**src/rtl/id_ex_hazard_stage.sv**
```systemverilog
// id_ex_hazard_stage
//   ID/EX pipeline register with load-use hazard detection for a 5-stage
//   in-order pipeline. A load in EX whose destination is read by the
//   instruction in ID raises stall for one cycle and inserts a bubble.
//   A taken branch/jump in EX (ex_flush) kills the ID instruction, and
//   ex_flush wins over the hazard.
//
//   Optional feature: define HAZARD_STATS_EN to count load-use stall cycles
//   in stall_count (saturating). Without it stall_count is tied to zero.
//
// Ports
//   clk, reset          : clock, synchronous active-high reset
//   id_valid..id_imm    : decoded instruction fields from the ID stage
//   ex_flush            : kill the ID instruction (bubble into EX)
//   stall               : hold PC and IF/ID (combinational)
//   ID_EX_*             : registered EX-stage fields
//   stall_count         : load-use stall cycles since reset
module id_ex_hazard_stage #(
    parameter int unsigned XLEN = 32
) (
    input  logic            clk,
    input  logic            reset,
    input  logic            id_valid,
    input  logic [4:0]      id_rs1,
    input  logic [4:0]      id_rs2,
    input  logic [4:0]      id_rd,
    input  logic [1:0]      id_use,
    input  logic [2:0]      id_ctrl,
    input  logic [XLEN-1:0] id_rs1_data,
    input  logic [XLEN-1:0] id_rs2_data,
    input  logic [XLEN-1:0] id_imm,
    input  logic            ex_flush,
    output logic            stall,
    output logic            ID_EX_valid,
    output logic [4:0]      ID_EX_rs1,
    output logic [4:0]      ID_EX_rs2,
    output logic [4:0]      ID_EX_rd,
    output logic [2:0]      ID_EX_ctrl,
    output logic [XLEN-1:0] ID_EX_rs1_data,
    output logic [XLEN-1:0] ID_EX_rs2_data,
    output logic [XLEN-1:0] ID_EX_imm,
    output logic [31:0]     stall_count
);

    logic            id_ex_valid_q, id_ex_valid_d;
    logic [4:0]      id_ex_rs1_q, id_ex_rs1_d;
    logic [4:0]      id_ex_rs2_q, id_ex_rs2_d;
    logic [4:0]      id_ex_rd_q, id_ex_rd_d;
    logic [2:0]      id_ex_ctrl_q, id_ex_ctrl_d;
    logic [XLEN-1:0] id_ex_rs1_data_q, id_ex_rs1_data_d;
    logic [XLEN-1:0] id_ex_rs2_data_q, id_ex_rs2_data_d;
    logic [XLEN-1:0] id_ex_imm_q, id_ex_imm_d;

    logic hazard;
    logic src_match;

    // Only compare sources the ID instruction actually reads.
    always_comb begin
        src_match = (id_use[0] && (id_rs1 == id_ex_rd_q)) ||
                    (id_use[1] && (id_rs2 == id_ex_rd_q));
        hazard    = id_valid && id_ex_valid_q && id_ex_ctrl_q[1] &&
                    (id_ex_rd_q != 5'd0) && src_match;
        // Reset drops a pending stall in the same cycle.
        stall     = hazard && !ex_flush && !reset;
    end

    always_comb begin
        id_ex_valid_d    = 1'b0;
        id_ex_rs1_d      = '0;
        id_ex_rs2_d      = '0;
        id_ex_rd_d       = '0;
        id_ex_ctrl_d     = '0;
        id_ex_rs1_data_d = '0;
        id_ex_rs2_data_d = '0;
        id_ex_imm_d      = '0;
        if (!(ex_flush || hazard)) begin
            id_ex_valid_d    = id_valid;
            id_ex_rs1_d      = id_rs1;
            id_ex_rs2_d      = id_rs2;
            id_ex_rd_d       = id_rd;
            id_ex_ctrl_d     = id_valid ? id_ctrl : 3'b000;
            id_ex_rs1_data_d = id_rs1_data;
            id_ex_rs2_data_d = id_rs2_data;
            id_ex_imm_d      = id_imm;
        end
    end

    always_ff @(posedge clk) begin
        if (reset) begin
            id_ex_valid_q    <= 1'b0;
            id_ex_rs1_q      <= '0;
            id_ex_rs2_q      <= '0;
            id_ex_rd_q       <= '0;
            id_ex_ctrl_q     <= '0;
            id_ex_rs1_data_q <= '0;
            id_ex_rs2_data_q <= '0;
            id_ex_imm_q      <= '0;
        end else begin
            id_ex_valid_q    <= id_ex_valid_d;
            id_ex_rs1_q      <= id_ex_rs1_d;
            id_ex_rs2_q      <= id_ex_rs2_d;
            id_ex_rd_q       <= id_ex_rd_d;
            id_ex_ctrl_q     <= id_ex_ctrl_d;
            id_ex_rs1_data_q <= id_ex_rs1_data_d;
            id_ex_rs2_data_q <= id_ex_rs2_data_d;
            id_ex_imm_q      <= id_ex_imm_d;
        end
    end

    assign ID_EX_valid    = id_ex_valid_q;
    assign ID_EX_rs1      = id_ex_rs1_q;
    assign ID_EX_rs2      = id_ex_rs2_q;
    assign ID_EX_rd       = id_ex_rd_q;
    assign ID_EX_ctrl     = id_ex_ctrl_q;
    assign ID_EX_rs1_data = id_ex_rs1_data_q;
    assign ID_EX_rs2_data = id_ex_rs2_data_q;
    assign ID_EX_imm      = id_ex_imm_q;

`ifdef HAZARD_STATS_EN
    logic [31:0] stall_count_q, stall_count_d;

    always_comb begin
        stall_count_d = stall_count_q;
        if (stall && (stall_count_q != 32'hFFFF_FFFF)) begin
            stall_count_d = stall_count_q + 32'd1;
        end
    end

    always_ff @(posedge clk) begin
        if (reset) begin
            stall_count_q <= '0;
        end else begin
            stall_count_q <= stall_count_d;
        end
    end

    assign stall_count = stall_count_q;
`else
    assign stall_count = 32'd0;
`endif

endmodule

```
**config.mk**
```make
export PLATFORM = sky130hd
export DESIGN_NAME = id_ex_hazard_stage
export DESIGN_NICKNAME = d
export VERILOG_FILES = /design/src/rtl/id_ex_hazard_stage.sv
export SDC_FILE = /design/constraint.sdc
export NUM_CORES = 1
export LEC_CHECK = 0
export ABC_AREA = 1
export CAP_MARGIN = 30
export CORE_MARGIN = 4
export CORE_UTILIZATION = 31
export CTS_CLUSTER_DIAMETER = 30
export CTS_CLUSTER_SIZE = 40
export DETAILED_ROUTE_END_ITERATION = 7
export PLACE_DENSITY = 0.88
export SLEW_MARGIN = 10
export SYNTH_ARGS = -nofsm -noshare
export SYNTH_HDL_FRONTEND = slang
export SYNTH_SLANG_ARGS = --single-unit
```
**constraint.sdc**
```tcl
create_clock -name clk -period 1.2 [get_ports clk]
set_input_delay 0.24 -clock clk [delete_from_list [all_inputs] [get_ports clk]]
set_output_delay 0.24 -clock clk [all_outputs]
set_load 0.005 [all_outputs]
```
==> results.ini, run 1 <==
[logic_synthesis]
async_flop_share_pct = 0
synth_ff_type = dfxtp_1
syn_inst = 441
synthTopCellsByArea = dfxtp_1 (62%), nor2_1 (12%), inv_1 (12%)
ys_ff_latch = 115
synth_commonest_cells = nor2_1 (124), inv_1 (116), dfxtp_1 (115), buf_4 (32), nand2_1 (31)
yosysTopAreaCell = dfxtp_1
ys_types = 12
avgSynthCellArea_sq_um = 8.47
post-synth-top-count-cell = nor2_1
yosysWarnings = 0
syn_area_sq_um = 3730
seq_area_frac_synth_pct = 61.7
synth_edf_count = 0
synth_largest_type_area_fraction_pct = 61.7

[floorplan]
io_pins = 268
core_area_sq_um = 11600
die-area_sq_um = 13900
fp.dieW_um = 118
fp.dieH_um = 118
start_util_pct = 32.1
rows = 39

[timing]
tns_ns = -53.66
fin_ws_ns = -0.576
max_slew.worst_pin.slew_ns = 0.898
whs_ns = 0.347
fin_crit_ns = 1.78
finalSetupViolCount = 119
slew_headroom_pct = 39.9
fin_skew_ns = 0.00485
rsz0062_at_grt = true
drv_slew = 0
hold_viol = 0
fmax_mhz = 563
finalCritPeriodShare_pct = 148

[placed_design]
portBuffers = 235
post-place-ws_ns = -0.951
dpl.hpwl_um = 8680
gp_congestion = 0.812

[hold_path]
min_to = ID_EX_rs2_data[14]
hold_start = id_rs2_data[14]
holdPathStages = 3
worstHoldPathType = input pin to register

[detailed_routing]
drc_errors = 0
vias_per_cell = 4.10
routed_wl_um = 14300
first_pass_iters = 4
dr.first_iter.drc_count = 207
wl_per_cell_um = 16.2
vias = 3622
ant_nets = 0

[layout]
final_nets = 847
insertedDiodeCount = 0
drive_gt1_share_pct = 26.1
syn_to_final_growth_pct = 108
num-fill-cells = 834

[pwr]
peakVddDrop_v = 0.000922
p_per_area_nw_per_um2 = 1380
total_leakage_power_nw = 4.99

[grt]
grt_max_degree = 21
grtUsageTotal_pct = 17.6
grt_pass1_wl_um = 18400
grt_overflow = 0
grt_pass1_vias = 3417
antenna_found_initial = 0

[cts]
hold_buffers = 0
clk_pin_slew_ns = 0.06
clockBufferDepth = 2
insertion_delay_ns = 0.41
cts_tree = done
root_buffer = clkbuf_16
cts_made_buffers = 17
clock_sinks = 115
h-tree-depth = 4

[setup_path]
crit_fanout = 2
reg2reg_from = ID_EX_rd[1]
cp.arrival_ns = 1.54
r2r_end = ID_EX_rs1_data[12]
reg2reg_slack_ns = -0.56
reg2regPathDepth = 12
end_kind = output port
worst_setup_path_start_kind = input pin
worstSetupPathType = input pin to output port
crit_required_ns = 0.96

[run_status]
failed_checks = setup timing
status = finished with violations

[run]
maxCapViolations = 0

==> where the power goes <==
part           internal [W]  switching (W)  leakage [nW]
sequential          0.00397      0.0000472         0.951
combinational      0.000828       0.000507          3.73
clock               0.00357        0.00185         0.309
==> final cells by class <==
type | count | area (sq um) | share of cell area [%]
Clock buffer | 19 | 443 | 5.69
Clock inverter | 13 | 198 | 2.54
Inverter | 120 | 453 | 5.82
Multi-Input combinational cell | 194 | 983 | 12.6
Sequential cell | 115 | 2330 | 29.9
Tap cell | 143 | 179 | 2.30
Timing Repair Buffer | 279 | 3200 | 41.1
==> worst max-delay path by stage <==
stage | startpoint | endpoint | slack (ns) | cells after the start
finish | id_rs2[4] | stall | -0.58 | 10
global route | ID_EX_rd[4] | stall | -0.66 | 9
CTS | ID_EX_rd[4] | stall | -0.55 | 9
detailed placement | id_rs2[4] | stall | -0.95 | 10
global placement | id_rs2[4] | stall | -0.92 | 10
floorplan | ID_EX_rd[3] | ID_EX_rs1[2] | -0.04 | 11
==> timing repair <==
item	4_1_cts	5_1_grt
setup buffers	4	12
gates cloned	9	9
gates resized for setup	145	182
pin swaps	4	3
endpoints found under the setup margin	231	217
==> critical path, stage by stage <==
cell and delay (ns):
clkdlybuf4s50_1 0.52, inv_1 0.08, nand2_1 0.07, nand2_1 0.07
nor2_1 0.11, nand3_1 0.07, nand2_1 0.09, nand2_2 0.06
nor3_2 0.10, buf_2 0.13
==> layer usage <==
| metal | GRT usage (%) | vias up | wire length, um |
|---|---|---|---|
| met5 | 0 | - | 0 |
| met1 | 16.4 | 1650 | 5100 |
| met4 | 6.74 | 0 | 278 |
| met3 | 8.22 | 24 | 1380 |
| li1 | - | 1733 | - |
| met2 | 33.1 | 215 | 7580 |
==> metrics by stage <==
stage	util, %	total power [W]	cell area [sq um]	cells
floorplan	-	0.00446	3860	472
global route	67.0	0.0111	7780	883
finish	67.0	0.0108	7780	883
detailed placement	53.3	0.00517	6190	822
CTS	61.8	0.0107	7180	865
global placement	53.3	0.00514	6190	822
==> flip-flops by register name (all words and copies together) (netlist names) <==
| register | flops |
|---|---|
| ID_EX_rs1_data | 32 |
| ID_EX_rs2 | 5 |
| ID_EX_ctrl | 3 |
| ID_EX_rs1 | 5 |
| ID_EX_rd | 5 |
| ID_EX_rs2_data | 32 |
| ID_EX_valid | 1 |
| ID_EX_imm | 32 |
==> kinds of logic after synthesis <==
logic type,count (synthesis),share of synthesized area [%]
buffers and inverters,164,21.8
AND/OR/NAND/NOR,161,16.5
flip-flops,115,61.7
other,1,0.100
==> placed cells by master (no fill, tap or decap), types with 4 or more instances in the layout <==
| cell type | synthesis | layout |
|---|---|---|
| inv_2 | 4 | 4 |
| clkbuf_16 | 0 | 24 |
| dfxtp_1 | 115 | 101 |
| nor2_4 | 0 | 9 |
| dlymetal6s2s_1 | 0 | 81 |
| buf_16 | 0 | 7 |
| inv_6 | 0 | 4 |
| clkinv_4 | 0 | 4 |
| dfxtp_2 | 0 | 10 |
| buf_2 | 2 | 19 |
| buf_6 | 10 | 13 |
| clkdlybuf4s15_2 | 0 | 11 |
| inv_1 | 116 | 115 |
| clkdlybuf4s50_1 | 0 | 119 |
| nand2_1 | 31 | 27 |
| buf_4 | 32 | 12 |
| dfxtp_4 | 0 | 4 |
| nor2_2 | 0 | 48 |
| nor2_1 | 124 | 67 |
| buf_12 | 0 | 6 |
| bufinv_16 | 0 | 4 |
| conb_1 | 1 | 32 |
Note: power is estimated with default switching activity, not from simulation.
==> inputs of run 2 (changes only) <==
--- a/config.mk
+++ b/config.mk
@@ -6,7 +6,6 @@
 export NUM_CORES = 1
 export LEC_CHECK = 0
 export ABC_AREA = 1
-export CAP_MARGIN = 30
 export CORE_MARGIN = 4
 export CORE_UTILIZATION = 31
 export CTS_CLUSTER_DIAMETER = 30
==> results of run 2 <==
Same layout as run 1: the final DEF is identical, and so are final timing and power.
